$ cat config.mk
export PLATFORM = sky130hd
export DESIGN_NAME = ppt_reg_bank
export DESIGN_NICKNAME = d
export VERILOG_FILES = /design/src/rtl/ppt_reg_bank.sv
export SDC_FILE = /design/constraint.sdc
export NUM_CORES = 1
export LEC_CHECK = 0
export BUFFER_PORTS_ARGS = -buffer_cell sky130_fd_sc_hd__buf_2
export CAP_MARGIN = 20
export CORE_AREA = 2 2 108 110
export DETAILED_ROUTE_END_ITERATION = 12
export DIE_AREA = 0 0 110 112
export GPL_ROUTABILITY_DRIVEN = 0
export SLEW_MARGIN = 20
export SYNTH_ARGS = -nofsm -noshare
export SYNTH_HDL_FRONTEND = slang
export SYNTH_SLANG_ARGS = --single-unit
$ cat constraint.sdc
create_clock -name clk -period 4.65 [get_ports clk]
set_input_delay 0.465 -clock clk [delete_from_list [all_inputs] [get_ports clk]]
set_output_delay 0.465 -clock clk [all_outputs]
set_load 0.01 [all_outputs]
$ cat src/rtl/ppt_reg_bank.sv
// ppt_reg_bank -- byte-level register file between the I2C slave and the
// pulse generator / pulse counter.
//
// Decodes START/STOP strobes and received bytes from the I2C slave (already
// in the clk domain), keeps a 3-bit auto-incrementing register pointer and
// drives the pulse generator configuration.
//
// Register map (ptr):
//   0 CTRL  : bit0 run (RW), bit1 clear (W1 pulses count_clr, reads 0),
//             bit7 err (reads sticky flag, W1 clears), other bits read 0
//   1 PER_L, 2 PER_H, 3 WID_L, 4 WID_H : RW. The low byte goes to a shadow,
//             and the high-byte write commits the 16-bit value atomically.
//   5 CNT_L, 6 CNT_H : RO, pulse count
//   7 ID    : RO, ID_VALUE
//
// Ports:
//   clk, rst_n        clock, synchronous active-low reset
//   start, stop       I2C START/repeated START and STOP strobes
//   wr_valid, wr_data received byte strobe and byte
//   rd_req            request for the next byte to transmit
//   rd_data, rd_valid registered read byte, valid one cycle after rd_req
//   count             live pulse counter value
//   run               pulse generator/counter enable
//   pulse_period      committed period
//   pulse_width       committed width
//   count_clr         one-cycle pulse counter clear strobe
//   err               sticky flag: a width/period commit was rejected
//
// Configuration macro: PPT_REGS_SNAPSHOT_EN. When it is defined, a CNT_L read
// latches count[15:8] and a later CNT_H read returns that latched byte. When
// it is undefined, CNT_H returns the live count[15:8].

module ppt_reg_bank #(
  parameter logic [15:0] RST_PERIOD = 16'd10,
  parameter logic [15:0] RST_WIDTH  = 16'd2,
  parameter logic [7:0]  ID_VALUE   = 8'hA5
) (
  input  logic        clk,
  input  logic        rst_n,
  input  logic        start,
  input  logic        stop,
  input  logic        wr_valid,
  input  logic [7:0]  wr_data,
  input  logic        rd_req,
  output logic [7:0]  rd_data,
  output logic        rd_valid,
  input  logic [15:0] count,
  output logic        run,
  output logic [15:0] pulse_period,
  output logic [15:0] pulse_width,
  output logic        count_clr,
  output logic        err
);

  typedef enum logic [1:0] {
    IDLE = 2'd0,
    ADDR = 2'd1,
    DATA = 2'd2
  } state_t;

  localparam logic [2:0] A_CTRL  = 3'd0;
  localparam logic [2:0] A_PER_L = 3'd1;
  localparam logic [2:0] A_PER_H = 3'd2;
  localparam logic [2:0] A_WID_L = 3'd3;
  localparam logic [2:0] A_WID_H = 3'd4;
  localparam logic [2:0] A_CNT_L = 3'd5;
  localparam logic [2:0] A_CNT_H = 3'd6;
  localparam logic [2:0] A_ID    = 3'd7;

  state_t      state;
  logic [2:0]  ptr;
  logic [7:0]  per_shadow;
  logic [7:0]  wid_shadow;
  logic [7:0]  cnt_hi_rd;

  // The candidate values a high-byte write would commit. A period commit
  // checks against the current width, and a width commit checks against the
  // current period. The bounds stay consistent because only one half can
  // change per write.
  logic [15:0] per_cand;
  logic [15:0] wid_cand;
  logic        per_ok;
  logic        wid_ok;

  assign per_cand = {wr_data, per_shadow};
  assign wid_cand = {wr_data, wid_shadow};
  assign per_ok   = (per_cand != 16'd0) && (pulse_width < per_cand);
  assign wid_ok   = (pulse_period != 16'd0) && (wid_cand < pulse_period);

`ifdef PPT_REGS_SNAPSHOT_EN
  logic [7:0] cnt_snap;

  assign cnt_hi_rd = cnt_snap;
`else
  assign cnt_hi_rd = count[15:8];
`endif

  // Read mux. The period and width registers return committed values, never
  // the shadows.
  function automatic logic [7:0] reg_read(input logic [2:0] a);
    logic [7:0] d;
    d = 8'h00;
    case (a)
      A_CTRL:  d = {err, 6'd0, run};
      A_PER_L: d = pulse_period[7:0];
      A_PER_H: d = pulse_period[15:8];
      A_WID_L: d = pulse_width[7:0];
      A_WID_H: d = pulse_width[15:8];
      A_CNT_L: d = count[7:0];
      A_CNT_H: d = cnt_hi_rd;
      A_ID:    d = ID_VALUE;
      default: d = 8'h00;
    endcase
    return d;
  endfunction

  // NOTE: all state is updated with non-blocking assignments, so every branch
  // below reads the pre-edge values of ptr, shadows and outputs.
  always_ff @(posedge clk) begin
    if (!rst_n) begin
      state        <= IDLE;
      ptr          <= 3'd0;
      per_shadow   <= 8'h00;
      wid_shadow   <= 8'h00;
      run          <= 1'b0;
      pulse_period <= RST_PERIOD;
      pulse_width  <= RST_WIDTH;
      count_clr    <= 1'b0;
      err          <= 1'b0;
      rd_data      <= 8'h00;
      rd_valid     <= 1'b0;
`ifdef PPT_REGS_SNAPSHOT_EN
      cnt_snap     <= 8'h00;
`endif
    end else begin
      // Strobes default low, so each one lasts exactly one cycle.
      count_clr <= 1'b0;
      rd_valid  <= 1'b0;

      // Bus framing strobes win, and a byte or read in the same cycle is dropped.
      if (start) begin
        state <= ADDR;
      end else if (stop) begin
        state <= IDLE;
      end else if (wr_valid) begin
        // A write beats a simultaneous read, and the read gets no reply.
        case (state)
          ADDR: begin
            ptr   <= wr_data[2:0];
            state <= DATA;
          end
          DATA: begin
            ptr <= ptr + 3'd1;
            case (ptr)
              A_CTRL: begin
                run       <= wr_data[0];
                count_clr <= wr_data[1];
                if (wr_data[7]) err <= 1'b0;
              end
              A_PER_L: per_shadow <= wr_data;
              A_PER_H: begin
                if (per_ok) pulse_period <= per_cand;
                else        err          <= 1'b1;
              end
              A_WID_L: wid_shadow <= wr_data;
              A_WID_H: begin
                if (wid_ok) pulse_width <= wid_cand;
                else        err         <= 1'b1;
              end
              default: ;  // CNT_L, CNT_H and ID are read-only
            endcase
          end
          default: ;  // IDLE ignores received bytes
        endcase
      end else if (rd_req) begin
        rd_valid <= 1'b1;
        if (state == IDLE) begin
          rd_data <= 8'hFF;
        end else begin
          rd_data <= reg_read(ptr);
          ptr     <= ptr + 3'd1;
          state   <= DATA;
`ifdef PPT_REGS_SNAPSHOT_EN
          if (ptr == A_CNT_L) cnt_snap <= count[15:8];
`endif
        end
      end
    end
  end

endmodule

==> metrics.txt <==
Post-Synthesis Cells=464; fmax=0.351 GHz; I/O Pins=74; Core Rows=39; Chip Height=112 µm; clk sinks=65; number of flops mapped to enable cells by yosys=0; total track usage=21.0%; Yosys reg bits=65; Worst R2R Start=ptr[0]; clock tree buffer depth=2; CTS Buf Count=9; post-route ant nets=0; DRC viols=0; critical path class=flip-flop to flip-flop; H-tree lvl count=3; CP endpoint kind=flip-flop; clock power share=53.4%; NetSw=0.309 mW; Placed Area=4240 µm²; ys async rst share=0%; Worst EP required=4.88 ns; Die Footprint=12300 µm²; # setup viols final=0; antenna violations before repair=0; Reg area=1300 µm²; Final min period=2.85 ns; R2R setup slack=1.80 ns; Seq/Total Area, Yosys=34.2%; setup repair bufs after CTS=0; Cell Area, Synth=3800 µm²; status=finished clean; Final Net Count=592; Pwr Total=1.40 mW; CTS tree=built; pwr/cell area=305 nW/µm²; 1st-iter DRT viols=278; fin cells=674; top_reg_cell synth=dfxtp_1; port bufs=73; Antenna Cells=0; wire per inst=18.7 µm; Max Clock Skew=0.00426 ns; crit-path max FO=16; hold_sp=start; grt total ovfl=0; CTS root buf=clkbuf_16; Static Leak=1.94 nW; Net Sw Frac=22.1%; worst hold path type=primary input to flip-flop; Crit-path slowest cell=a211oi_4; initial core utilization=34.0%; Combinational Power Share=6.2%; Multi-input gate area=2220 µm²; worst slew pin tran=0.829 ns; crit start category=flip-flop; Area Overhead vs Synth=20.4%; R2R cell count=9; via count=3777; largest family of logic cells by synthesized area=compound AO/OA/AOI/OAI gates; Hold Crit Depth=2; Synthesized Nets=530; Hold WS=0.380 ns; mux cell area share after synthesis=1.32%; Horiz. Die Dim=110 µm; Synth Area in XOR/XNOR=0%; final hold viol count=0; Max Cap Viol=0; Internal Pwr Total=1.09 mW; Detailed Routing Iterations Pass 1=7; Arr. time, crit path=3.07 ns; area fraction in compound gates after synthesis=23.6%; first-pass GRT wire length=19500 µm; layout cells sized above 1=20.3%; maximum vdd drop=0.160 mV; Clock Latency Late Sink=0.33 ns; drt total wl=12600 µm; Synth Area per Inst=8.19 µm²; WHS Endpoint=state[0]; final instance area=4580 µm²; Reg2Reg Capture Point=pulse_period[7]; drt via density=5.60; vias in the first global route=3542; # fillers=1110; post-synthesis adder-cell area fraction=11.8%; relative slew slack=44.8%; Distinct cells, synth=49; largest net degree at the start of global routing=50; Sequential Power Share=40.4%; Hold-fix buffers, CTS=0; placed insts=657; simple-gate share of the synthesized area=21.7%; Final TNS setup=0 ns; fin. max-slew vios=0; Cell Chain, Critical Path=inv_1 > ha_1 > nand2b_4 > a211oi_1 > o2111ai_1 > a211oi_4 > buf_6 > buf_4 > o21ai_1; YS warnings=0; Final HPWL DP=9260 µm; core area=11200 µm²; Tcrit/Tclk final=61.2%; slowest stage delay, CP=0.62 ns; clk slew on worst S/H paths=0.06 ns; # resized after CTS=0; unrepaired setup endpoints after global routing=false
cell type report:
type	instances	area share, %
repair buffers	79	9.05
clock inverters	5	1.69
well taps	143	3.91
clock buffers	11	5.52
multi-input cells	336	48.5
inverters	35	2.87
flip-flops and latches	65	28.4
synth_stat cells (4+ instances only):
library cell	number	area, µm²
a21o_1	4	30.0
a221oi_1	9	78.8
a211oi_1	4	30.0
a31oi_1	4	25.0
o21ai_0	16	80.1
ha_1	36	450
inv_1	35	131
o21a_1	4	30.0
a21boi_1	9	67.6
a21oi_1	16	80.1
dfxtp_1	65	1300
o211ai_1	5	37.5
nand3_1	38	190
nor4_1	10	62.6
buf_6	4	45.0
o21ai_2	6	52.6
o21ai_1	32	160
nor2_1	10	37.5
and2_1	9	56.3
nand2_1	64	240
clkbuf_1	13	48.8
nand2b_1	5	31.3
buf_2	9	45.0
mux2i_1	5	50.1
nand4_1	7	43.8
nor3_1	4	20.0
nor2b_1	6	37.5
a222oi_1	4	40.0
metal layers:
layer	routed length (µm)	up-vias	global-route usage [%]
met5	0	-	0
met4	327	0	7.51
met3	931	23	3.98
met2	5720	160	32.1
met1	5600	1790	29.2
li1	-	1804	-
worst max-delay path by stage:
stage                          start               to  slack (ns)  cells after the start
after detailed placement  wr_data[6]  pulse_period[7]        1.45                      9
after global placement    wr_data[6]  pulse_period[6]        1.53                      9
after floorplan           wr_data[7]  pulse_period[1]        2.54                      8
final                         ptr[0]  pulse_period[7]        1.80                      9
after global routing          ptr[0]  pulse_period[7]        1.59                      9
after CTS                     ptr[0]  pulse_period[6]        1.59                      8
flip-flops by register name, summed over array words and instances (netlist names):
register      count
rd_valid          1
pulse_period     16
count_clr         1
err               1
pulse_width      16
ptr               3
run               1
per_shadow        8
state             2
wid_shadow        8
rd_data           8
stage by stage:
step | util (%) | worst slack [ns]
finish | 41.0 | 1.80
global route | 41.0 | 1.59
CTS | 40.9 | 1.59
detailed placement | 37.9 | 1.45
global placement | 37.9 | 1.53
floorplan | - | 2.54
worst max-delay path: cells and delay by family, from the launching register on:
kind	cells	cell delay [ns]
simple gates	1	0.11
flops	1	0.35
compound gates	4	1.17
buf+inv	3	0.51
fa+ha+maj	1	0.58
cells in the final DEF, fill, tap and decap left out, drive strengths merged, types with 10 or more instances in the layout:
master	n
clkbuf	11
nor4	11
o21ai	54
nand2	64
a21oi	16
nor2	10
ha	36
dfxtp	65
buf	79
inv	35
nand3	40
power groups by stage:
stage          Clock (mW)  Sequential, mW  Combinational [mW]
2_1_floorplan           0           0.577              0.0469
3_3_place_gp            0           0.576              0.0839
3_5_place_dp            0           0.577              0.0857
4_1_cts             0.749           0.565              0.0863
5_1_grt             0.772           0.565              0.0964
6_report            0.746           0.565              0.0869
logic make-up after synthesis:
logic type | count (synthesis)
simple gates | 165
compound gates | 130
flops | 65
buf+inv | 63
fa+ha+maj | 36
mux | 5
Note: power is estimated with default switching activity, not from simulation.
